<file path="src/rtl/crc32_pkg.sv">
// ============================================================================
// crc32_pkg : shared CRC-32 constants, frame state type, byte-update function
// Rev 1.0
// ============================================================================
`default_nettype none

package crc32_pkg;

  localparam logic [31:0] CRC32_POLY_REFL = 32'hEDB8_8320;
  localparam logic [31:0] CRC32_INIT      = 32'hFFFF_FFFF;
  localparam logic [31:0] CRC32_XOROUT    = 32'hFFFF_FFFF;

  typedef enum logic [1:0] {
    ST_IDLE = 2'd0,
    ST_DATA = 2'd1,
    ST_FCS  = 2'd2
  } frame_state_e;

  // Reflected (LSB-first) update: one data byte folded in per call.
  function automatic logic [31:0] crc32_next_byte(input logic [31:0] crc,
                                                  input logic [7:0]  data);
    logic [31:0] c;
    c = crc ^ {24'h00_0000, data};
    for (int i = 0; i < 8; i++) begin
      c = c[0] ? ((c >> 1) ^ CRC32_POLY_REFL) : (c >> 1);
    end
    return c;
  endfunction

endpackage

`default_nettype wire

</file>
<file path="src/rtl/crc32_byte_engine.sv">
// ============================================================================
// crc32_byte_engine : 32-bit CRC register, init has priority over byte update
// Rev 1.0
// ============================================================================
`default_nettype none

module crc32_byte_engine
  import crc32_pkg::*;
(
  input  logic        clk,
  input  logic        rst_n,
  input  logic        init,
  input  logic        en,
  input  logic [7:0]  data,
  output logic [31:0] crc
);

  logic [31:0] crc_q;
  logic [31:0] crc_d;

  always_comb begin
    crc_d = crc_q;
    if (init) begin
      crc_d = CRC32_INIT;
    end else if (en) begin
      crc_d = crc32_next_byte(crc_q, data);
    end
  end

  always_ff @(posedge clk or negedge rst_n) begin
    if (!rst_n) begin
      crc_q <= CRC32_INIT;
    end else begin
      crc_q <= crc_d;
    end
  end

  assign crc = crc_q;

endmodule

`default_nettype wire

</file>
<file path="src/rtl/crc32_frame_ctrl.sv">
// ============================================================================
// crc32_frame_ctrl : payload pass-through with 4-byte CRC-32 FCS appended.
// Optional completed-frame counter enabled by macro CRC32_FRAME_CNT_EN.
// Rev 1.0
// ============================================================================
`default_nettype none

module crc32_frame_ctrl
  import crc32_pkg::*;
#(
  parameter int FCS_MSB_FIRST = 0,
  parameter int CNT_W         = 16
) (
  input  logic             clk,
  input  logic             rst_n,
  input  logic             in_valid,
  output logic             in_ready,
  input  logic [7:0]       in_data,
  input  logic             in_last,
  output logic             out_valid,
  input  logic             out_ready,
  output logic [7:0]       out_data,
  output logic             out_last
`ifdef CRC32_FRAME_CNT_EN
  ,
  output logic [CNT_W-1:0] frame_cnt
`endif
);

  frame_state_e state_q, state_d;
  logic [1:0]   idx_q, idx_d;
  logic [31:0]  crc;
  logic [31:0]  fcs_word;
  logic [1:0]   fcs_sel;
  logic [7:0]   fcs_byte;
  logic         crc_en;
  logic         frame_done;

  crc32_byte_engine u_engine (
    .clk   (clk),
    .rst_n (rst_n),
    .init  (frame_done),
    .en    (crc_en),
    .data  (in_data),
    .crc   (crc)
  );

  assign fcs_word = crc ^ CRC32_XOROUT;

  generate
    if (FCS_MSB_FIRST != 0) begin : g_fcs_msb_first
      assign fcs_sel = 2'd3 - idx_q;
    end else begin : g_fcs_lsb_first
      assign fcs_sel = idx_q;
    end
  endgenerate

  always_comb begin
    fcs_byte = fcs_word[7:0];
    case (fcs_sel)
      2'd0:    fcs_byte = fcs_word[7:0];
      2'd1:    fcs_byte = fcs_word[15:8];
      2'd2:    fcs_byte = fcs_word[23:16];
      default: fcs_byte = fcs_word[31:24];
    endcase
  end

  always_comb begin
    state_d    = state_q;
    idx_d      = idx_q;
    in_ready   = out_ready;
    out_valid  = in_valid;
    out_data   = in_data;
    out_last   = 1'b0;
    crc_en     = 1'b0;
    frame_done = 1'b0;
    case (state_q)
      ST_IDLE, ST_DATA: begin
        if (in_valid && out_ready) begin
          crc_en  = 1'b1;
          state_d = in_last ? ST_FCS : ST_DATA;
        end
      end
      ST_FCS: begin
        in_ready  = 1'b0;
        out_valid = 1'b1;
        out_data  = fcs_byte;
        out_last  = (idx_q == 2'd3);
        if (out_ready) begin
          // idx wraps 3 -> 0, leaving it ready for the next frame
          idx_d = idx_q + 2'd1;
          if (idx_q == 2'd3) begin
            frame_done = 1'b1;
            state_d    = ST_IDLE;
          end
        end
      end
      default: begin
        state_d = ST_IDLE;
        idx_d   = 2'd0;
      end
    endcase
  end

  always_ff @(posedge clk or negedge rst_n) begin
    if (!rst_n) begin
      state_q <= ST_IDLE;
      idx_q   <= 2'd0;
    end else begin
      state_q <= state_d;
      idx_q   <= idx_d;
    end
  end

`ifdef CRC32_FRAME_CNT_EN
  logic [CNT_W-1:0] frame_cnt_q, frame_cnt_d;

  always_comb begin
    frame_cnt_d = frame_cnt_q;
    if (frame_done) begin
      frame_cnt_d = frame_cnt_q + 1'b1;
    end
  end

  always_ff @(posedge clk or negedge rst_n) begin
    if (!rst_n) begin
      frame_cnt_q <= '0;
    end else begin
      frame_cnt_q <= frame_cnt_d;
    end
  end

  assign frame_cnt = frame_cnt_q;
`else
  logic [CNT_W-1:0] unused_cnt_w;
  assign unused_cnt_w = '0;
`endif

endmodule

`default_nettype wire

</file>
<file path="config.mk">
export PLATFORM = sky130hd
export DESIGN_NAME = crc32_frame_ctrl
export DESIGN_NICKNAME = d
export VERILOG_FILES = /design/src/rtl/crc32_pkg.sv /design/src/rtl/crc32_byte_engine.sv /design/src/rtl/crc32_frame_ctrl.sv
export SDC_FILE = /design/constraint.sdc
export NUM_CORES = 1
export LEC_CHECK = 0
export ABC_AREA = 1
export CORE_ASPECT_RATIO = 0.9
export CORE_MARGIN = 2
export CORE_UTILIZATION = 50
export DETAILED_ROUTE_END_ITERATION = 8
export PLACE_DENSITY_LB_ADDON = 0.15
export SKIP_LAST_GASP = 1
export SYNTH_ARGS = -nofsm -noshare
export SYNTH_HDL_FRONTEND = slang
export SYNTH_HIERARCHICAL = 1
export SYNTH_SLANG_ARGS = --single-unit
</file>
<file path="constraint.sdc">
create_clock -name clk -period 1.9 [get_ports clk]
set_clock_uncertainty 0.2 [all_clocks]
set_input_delay 0.38 -clock clk [delete_from_list [all_inputs] [get_ports clk]]
set_output_delay 0.38 -clock clk [all_outputs]
set_load 0.02 [all_outputs]
</file>
# ---- After elaboration in Yosys (flattened, before gate mapping)
# Cells that the tools add are included.
dict set report totals {
  elab_cells 57
  ff_bits 36
}
dict set report classes {
  n_mux 27
  eq_ne 8
  n_bitwise 11
  addsub 1
  n_reduce_logical 7
}
# cell count
set op_table {}
lappend op_table {{$mux W32} 10}
lappend op_table {{$not A13 Y14} 8}
lappend op_table {{$not A32 Y32} 1}
lappend op_table {{$xor A32 B8 Y32} 1}
lappend op_table {{$pmux W8 S3} 1}
lappend op_table {{$mux W2} 5}
lappend op_table {{$mux W1} 8}
lappend op_table {{$mux W8} 1}
lappend op_table {{$pmux W2 S2} 2}
lappend op_table {{$eq A2 B2 Y1 const B} 3}
lappend op_table {{$ne A2 B2 Y1 const B} 3}
lappend op_table {{$eq A2 B1 Y1 const B} 2}
lappend op_table {{$logic_not A2 Y1} 2}
lappend op_table {{$reduce_and A3 Y1} 1}
lappend op_table {{$add A2 B1 Y2 const B} 1}
lappend op_table {{$reduce_and A2 Y1} 1}
lappend op_table {{$reduce_bool A2 Y1} 1}
lappend op_table {{$reduce_or A2 Y1} 1}
lappend op_table {{$logic_and A1 B1 Y1} 1}
lappend op_table {{$not A1 Y1} 1}

# ---- Longest topological paths before layout
# Gate-level depths: netlist of the first run.
dict set report depth {
  word_depth 19
  mapped_depth 12
  depth_no_buf 12
}

# ---- Modules after synthesis
# Netlist of the first run, hierarchy kept.
# module area_each_um2 seq_area_each_um2 n_inst cells_per_inst
set modules_own_cells {}
lappend modules_own_cells {crc32_byte_engine 2484.9 840.8 1 348}
lappend modules_own_cells {crc32_frame_ctrl 730.7 100.1 1 141}

# ---- Worst setup path after synthesis of the first run
# OpenSTA, ideal clock, no wires.
dict set report synth_timing {
  path_kind {register to register}
  from {register idx_q[0] (netlist: fcs_sel[0])}
  to {register u_engine.crc_q[23] (netlist: u_engine/crc[23])}
  n_path_buf 0
  arrival_ns 1.520
  path_stages_with_launch 9
  period_less_slack_ns 1.797
  slack_ns 0.103
  setup_ns 0.077
  t_required_ns 1.623
  cell_sequence {dfrtp_1 > ha_1 > inv_1 > nor3_4 > nor2_4 > clkinv_1 > or2_2 > o21ai_1 > nor2_1}
}
dict set report synth_via {
  elab_chain_len 5
  elab_cells_between_ends 6
  classes_between {1 x eq/ne; 4 x mux; 1 x reduce/logical}
}
# element line
set synth_lines {}
lappend synth_lines {{start: declaration} crc32_frame_ctrl.sv:31} ;# logic [1:0] idx_q, idx_d;
lappend synth_lines {{start signal: assignment} crc32_frame_ctrl.sv:111} ;# idx_q <= idx_d;
lappend synth_lines {{$eq A2 B2 Y1 (*)} crc32_frame_ctrl.sv:92} ;# if (idx_q == 2'd3) begin
lappend synth_lines {{$mux W1 (*)} crc32_frame_ctrl.sv:92}
lappend synth_lines {{$mux W1 (*)} crc32_frame_ctrl.sv:89} ;# if (out_ready) begin
lappend synth_lines {{$mux W1 (*)} crc32_frame_ctrl.sv:77} ;# case (state_q)
lappend synth_lines {{named net frame_done} crc32_frame_ctrl.sv:37} ;# logic frame_done;
lappend synth_lines {{$mux W32 or $reduce_bool A2 Y1 (tied branches)} -}
lappend synth_lines {{end signal: assignment} crc32_byte_engine.sv:34} ;# crc_q <= crc_d;
lappend synth_lines {{end: declaration} crc32_byte_engine.sv:18} ;# logic [31:0] crc_q;
# The timed path passes the listed nets; every way through them passes the cells marked *.
# A chain may end at the register's enable or synchronous reset.

# ---- Worst setup path in the final report of the first run
dict set report layout_timing {
  from {register idx_q[0] (netlist: fcs_sel[0])}
  to {output port out_data[5]}
}
dict set report layout_via {
  elab_chain_len 3
  elab_cells_between_ends 5
  classes_between {2 x eq/ne; 2 x mux; 1 x reduce/logical}
}
# element line
set layout_lines {}
lappend layout_lines {{$eq A2 B2 Y1, or another cell as far along} crc32_frame_ctrl.sv:60} ;# case (fcs_sel)
lappend layout_lines {{$pmux W8 S3 (*)} crc32_frame_ctrl.sv:60}
lappend layout_lines {{$mux W8 (*)} crc32_frame_ctrl.sv:77}
lappend layout_lines {{end: declaration} crc32_frame_ctrl.sv:22} ;# output logic [7:0] out_data,
# Every way passes the cells marked *; elsewhere a longest branch is shown, timed or not.

==> results.sh, run 1 <==
export IMPL_grt_pass1_wl_um=17780
export IMPL_r2r_end="u_engine/crc[26]"
export IMPL_cts_made_buffers=5
export IMPL_detailed_place_hpwl_um=7709
export IMPL_setup_ws_ns=-0.3433
export IMPL_hp_class="in2reg"
export IMPL_ys_top_cells_by_count="nand2_1, inv_1, dfstp_2"
export IMPL_routed_wl_um=12070
export IMPL_cp_arrival_ns=1.66
export IMPL_r2r_start="fcs_sel[0]"
export IMPL_drtIter0Drc=439
export IMPL_cp_num_buf_inv=2
export IMPL_clock_path_buffers=2
export IMPL_slew_headroom=0.6930
export IMPL_async_reset_ff_frac=1.000
export IMPL_yosys_area_top_type_share=0.2615
export IMPL_drc_errors=0
export IMPL_initial_core_util=0.5201
export IMPL_placementRows=27
export IMPL_synth_most_common_cell="nand2_1"
export IMPL_hold_viol=0
export IMPL_place_inst=689
export IMPL_crit_type="reg2out"
export IMPL_dieArea_mm2=0.007089
export IMPL_synth_seq_cells=36
export IMPL_coreArea_mm2=0.006182
export IMPL_drt_first_pass_iters=6
export IMPL_syn_cell_area_mm2=0.003216
export IMPL_grt_ovfl_total=0
export IMPL_cts_tree="built"
export IMPL_finalNonFillerCells=721
export IMPL_track_usage=0.3310
export IMPL_synth_cell_types=36
export IMPL_cp_depth=6
export IMPL_setup_viol=42
export IMPL_ios=24
export IMPL_ant_nets=0
export IMPL_reg2reg_depth=12
export IMPL_yosys_warnings=6
export IMPL_design_area_mm2=0.004969
export IMPL_slew_viol_final=0
export IMPL_crit_start="fcs_sel[0]"
export IMPL_path_max_fanout=4
export IMPL_die_height_um=80.08
export IMPL_startpoint_type="register"
export IMPL_area_delta_synth_final_pct=54.51
export IMPL_place_gp_congestion=0.9238
export IMPL_vias_per_cell=5.362
export IMPL_synth_seq_area_share=0.2926
export IMPL_avgSynthCellArea_um2=6.576
export IMPL_post_route_min_period_ns=2.243
export IMPL_ir_drop_uv=1105
export IMPL_end_kind="output pin"
export IMPL_clock_latency_ns=0.30
export IMPL_ys_flop_type="dfstp_2"
export IMPL_rrSetupSlack_ns=-0.20
export IMPL_max_stage_delay_ns=0.47
export IMPL_max_freq_mhz=445.8
export IMPL_synth_edf_count=0
export IMPL_cts_sinks=36
export IMPL_nets=652
export IMPL_p_leak_nw=2.690
export IMPL_path_clk_slew_ns=0.07
export IMPL_grt_pass1_vias=3695
export IMPL_status="finished, violations left"
export IMPL_violations="setup timing"
export IMPL_p_per_area_mw_per_mm2=1956
export IMPL_max_cap_viol_count=0
export IMPL_worst_pin_slew_ns=0.4605
export IMPL_dpl_cell_area_mm2=0.004262
export IMPL_synth_cells=489
export IMPL_critPathTopFamily="flip-flops"
export IMPL_cts_htree_levels=2
export IMPL_fin_crit_sh=1.181
export IMPL_cp_cell_sequence="ha_2 -> buf_4 -> a21oi_1 -> o21ai_1 -> nand2_1 -> buf_6"
export IMPL_die_width_um=88.53
export IMPL_insertedDiodeCount=0
export IMPL_synth_area_leader_cell="dfstp_2"
export IMPL_route_detailed_wl_per_inst_um=16.74
export IMPL_vias=3866
export IMPL_whs_ns=0.3163
export IMPL_rsz0062_at_grt="yes"
export IMPL_antenna_found_initial=0
export IMPL_clockRootBuffer="clkbuf_8"
export IMPL_grt_max_degree=20
export IMPL_drive_above_1_share=0.4527
export IMPL_synth_area_leaders="dfstp_2, nand2_1, inv_1"
export IMPL_worstSetupEndpoint="out_data[5]"
export IMPL_synth_nets=507
export IMPL_required_ns=1.32
export IMPL_crit_slowest_cell="dfrtp_2"
export IMPL_port_buffers=23
[timing repair]
action / in CTS / in global routing
pin swaps: 23 / 26
endpoints found under the hold margin: 2 / 0
gates resized for setup: 115 / 67
setup endpoints to repair: 42 / 43
cloned: 2 / 0
setup buffers: 17 / 16
hold buffers: 1 / 0
[worst min-delay path by stage]
stage	to	depth (start not counted)	from	slack (ns)
2_1_floorplan	fcs_sel[0]	0	rst_n	-0.12
3_3_place_gp	state_q[1]	1	rst_n	0.15
3_5_place_dp	state_q[1]	1	rst_n	0.15
4_1_cts	u_engine/crc[27]	2	u_engine/crc[27]	0.34
5_1_grt	u_engine/crc[27]	2	u_engine/crc[27]	0.33
6_report	state_q[1]	5	out_ready	0.32
[worst register-to-register path, stage by stage, from the launching register on]
cell,delay (ns)
dfrtp_2,0.45
buf_4,0.14
buf_6,0.09
ha_4,0.13
inv_4,0.04
nor3_4,0.28
nor2_4,0.09
buf_4,0.15
buf_6,0.11
buf_4,0.12
nand3_1,0.10
nand2_1,0.08
inv_1,0.06
[routing by layer]
layer / share of wire / track usage / vias up
met4: 0.048 / 0.1439 / 0
met1: 0.40 / 0.4078 / 1818
met5: 0 / 0 / -
met2: 0.48 / 0.5722 / 198
met3: 0.068 / 0.04728 / 67
li1: - / - / 1783
[cells by family (layout without fill, tap and decap cells)]
| logic type | after synthesis | after routing | share of synthesized area |
|---|---|---|---|
| compound gates | 51 | 51 | 0.08716 |
| simple gates | 273 | 273 | 0.3844 |
| buf+inv | 91 | 236 | 0.1183 |
| xor+xnor | 33 | 33 | 0.09806 |
| fa+ha+maj | 5 | 5 | 0.01946 |
| flops | 36 | 36 | 0.2926 |
[layout make-up]
type | instances | area, um^2
clock buffers | 6 | 72.57
inverters | 82 | 324.1
repair buffers | 147 | 1272
well taps | 87 | 108.9
multi-input cells | 362 | 2241
flip-flops and latches | 36 | 944.7
clock inverters | 1 | 5.005
fillers | 413 | 1214
[power by group]
part / leakage, nW / internal, mW / total (mW) / switching [mW]
sequential: 0.384 / 1.39 / 1.68 / 0.295
clock: 0.0410 / 0.250 / 0.545 / 0.296
combinational: 2.27 / 3.34 / 7.49 / 4.15
[metrics by stage]
step	TNS, ns	power, mW	setup WS (ns)	util
2_1_floorplan	0	5.151	0.1025	-
3_3_place_gp	-13.65	7.419	-0.3893	0.6893
3_5_place_dp	-15.82	7.591	-0.4592	0.6893
4_1_cts	-2.294	8.801	-0.2612	0.7592
5_1_grt	-7.898	10.29	-0.3974	0.8037
6_report	-5.443	9.718	-0.3433	0.8037
[state kept, by name, summed over array words and instances (netlist names)]
signal / flops
fcs_sel: 2
u_engine/crc: 32
state_q: 2
[cells in the final DEF, fill, tap and decap left out, types with 3 or more instances in the layout]
cell type and count:
buf_12 4, nand3_1 28, dlygate4sd2_1 3, xnor2_2 3
nand2_2 31, nand2_8 4, nand3b_1 3, a21oi_2 3
ha_4 4, o22ai_1 6, xnor2_1 6, buf_2 4
inv_1 64, clkbuf_8 5, buf_6 24, or2_2 5
nor2_2 4, clkdlybuf4s50_1 6, xor2_2 5, o21ai_0 3
o21ai_1 13, nor2_4 3, dfrtp_2 3, inv_4 4
xor2_1 18, buf_4 102, nand2_1 152, nor2_1 22
o22ai_2 5, a21oi_1 14, o21ai_2 4, nand2_4 16
inv_2 12, dfstp_2 32
No activity file was read; power rests on OpenSTA's default activity.
==> run 2, diff against run 1 <==
--- a/config.mk
+++ b/config.mk
@@ -6,6 +6,7 @@
 export NUM_CORES = 1
 export LEC_CHECK = 0
 export ABC_AREA = 1
+export ABC_CLOCK_PERIOD_IN_PS = 2380
 export CORE_ASPECT_RATIO = 0.9
 export CORE_MARGIN = 2
 export CORE_UTILIZATION = 50
==> constraint.sdc (replaced) <==
create_clock -name clk -period 2.38 [get_ports clk]
set_clock_uncertainty 0.2 [all_clocks]
set_input_delay 0.476 -clock clk [delete_from_list [all_inputs] [get_ports clk]]
set_output_delay 0.476 -clock clk [all_outputs]
set_load 0.02 [all_outputs]
==> results.sh, run 2 (synthesis results as in run 1) <==
export IMPL_p_leak_nw=2.225
export IMPL_register_area_um2=940.9
export IMPL_fin_crit_sh=0.9743
export IMPL_hold_viol=0
export IMPL_fillCellCount=569
export IMPL_vias_per_cell=5.025
export IMPL_path_clk_slew_ns=0.08
export IMPL_area_delta_synth_final_pct=23.39
export IMPL_antenna_found_initial=0
export IMPL_ir_drop_uv=831.7
export IMPL_rsz0062_at_grt="yes"
export IMPL_post_route_min_period_ns=2.319
export IMPL_port_buffers=23
export IMPL_max_cap_viol_count=0
export IMPL_detailed_place_hpwl_um=6757
export IMPL_track_usage=0.2706
export IMPL_clock_latency_ns=0.29
export IMPL_cts_tree="built"
export IMPL_status="finished, final reports clean"
export IMPL_grt_pass1_wl_um=14600
export IMPL_grt_pass1_vias=3135
export IMPL_p_per_area_mw_per_mm2=1490
export IMPL_multi_input_area_mm2=0.001901
export IMPL_vias=3276
export IMPL_tns_ns=0
export IMPL_crit_type="reg2out"
export IMPL_dieArea_mm2=0.007089
export IMPL_cp_arrival_ns=1.64
export IMPL_post_route_util=0.6418
export IMPL_path_max_fanout=4
export IMPL_die_width_um=88.53
export IMPL_initial_core_util=0.5201
export IMPL_max_freq_mhz=431.2
export IMPL_hp_class="reg2reg"
export IMPL_placementRows=27
export IMPL_cts_sinks=36
export IMPL_final_common_cell="nand2_1"
export IMPL_drc_errors=0
export IMPL_clockRootBuffer="clkbuf_8"
export IMPL_required_ns=1.70
export IMPL_worst_pin_slew_ns=0.5402
export IMPL_end_kind="output pin"
export IMPL_ios=24
export IMPL_drive_above_1_share=0.2743
export IMPL_place_gp_congestion=0.9019
export IMPL_die_height_um=80.08
export IMPL_final_cell_mix="nand2_1, inv_1, buf_4"
export IMPL_insertedDiodeCount=0
export IMPL_setup_viol=0
export IMPL_ant_nets=0
export IMPL_cts_made_buffers=5
export IMPL_slew_viol_final=0
export IMPL_coreArea_mm2=0.006182
export IMPL_route_detailed_wl_per_inst_um=13.71
export IMPL_clock_path_buffers=2
export IMPL_largest_reg_flops=32
export IMPL_grt_ovfl_total=0
export IMPL_routed_wl_um=8937
export IMPL_drtIter0Drc=152
export IMPL_cts_htree_levels=2
export IMPL_grt_max_degree=24
export IMPL_slew_headroom=0.6399
export IMPL_nets=582
export IMPL_startpoint_type="register"
export IMPL_drt_first_pass_iters=5
[run 2: cell types whose count changed in the layout (fill, tap and decap cells not counted), moves of 5 or more]
cell             before  now
clkdlybuf4s50_1       6   11
buf_4               102   52
nand2_2              31   20
buf_6                24    0
o21ai_0               3    9
nor2_1               22   28
nand2_4              16   10
o22ai_2               5    0
buf_2                 4    9
xor2_1               18   23
o22ai_1               6   11
xor2_2                5    0
nand2_1             152  173
[run 2: repair_timing]
action / 4_1_cts / 5_1_grt
setup buffers: 6 / 1
resized for setup: 33 / 7
hold buffers: 1 / 0
hold endpoints to repair: 4 / 0
setup endpoints to repair: 11 / 9
pin swaps: 1 / 0
[run 2: final cells by class]
type,count,share of cell area
tap,87,0.02744
inverter,82,0.07852
sequential,36,0.2371
timing repair buffer,77,0.1526
clock buffer,8,0.02523
multi-input combinational,362,0.4790
[run 2: critical path, stage by stage (launching register included)]
cell	delay (ns)
dfrtp_1	0.43
buf_4	0.15
buf_4	0.12
ha_1	0.20
inv_2	0.10
nor2_1	0.05
dlygate4sd2_1	0.31
[run 2: final timing paths]
check,startpoint,cells past startpoint,to,slack (ns)
max reg2reg,fcs_sel[0],10,u_engine/crc[23],0.15
max in group asynchronous,rst_n,3,u_engine/crc[19],0.80
min reg2reg,u_engine/crc[28],2,u_engine/crc[28],0.31
max,fcs_sel[0],6,out_last,0.06
min in group asynchronous,rst_n,2,state_q[0],0.50
min,u_engine/crc[28],2,u_engine/crc[28],0.31
[run 2: metal layers]
layer | part of all wire | GRT usage | up-vias
li1 | - | - | 1643
met1 | 0.42 | 0.3389 | 1472
met2 | 0.48 | 0.4609 | 133
met3 | 0.073 | 0.04008 | 28
met4 | 0.030 | 0.1152 | 0
met5 | 0 | 0 | -
[run 2: stage by stage]
stage | worst slack (ns) | hold slack [ns] | instances | cell area (um^2) | power, mW
2_1_floorplan | 0.5635 | -0.01959 | 489 | 3216 | 4.112
3_3_place_gp | -0.02553 | 0.2930 | 636 | 3839 | 5.230
3_5_place_dp | -0.06837 | 0.2892 | 636 | 3839 | 5.347
4_1_cts | -0.04548 | 0.3103 | 651 | 3958 | 5.861
5_1_grt | -0.03216 | 0.3458 | 652 | 3968 | 6.424
6_report | 0.06114 | 0.3104 | 652 | 3968 | 5.913
[run 2: where the power goes]
| group | switching (mW) | internal [mW] | leakage (nW) |
|---|---|---|---|
| Combinational | 2.38 | 1.60 | 1.79 |
| Sequential | 0.330 | 1.11 | 0.388 |
| Clock | 0.224 | 0.265 | 0.0515 |
| Total | 2.93 | 2.98 | 2.23 |
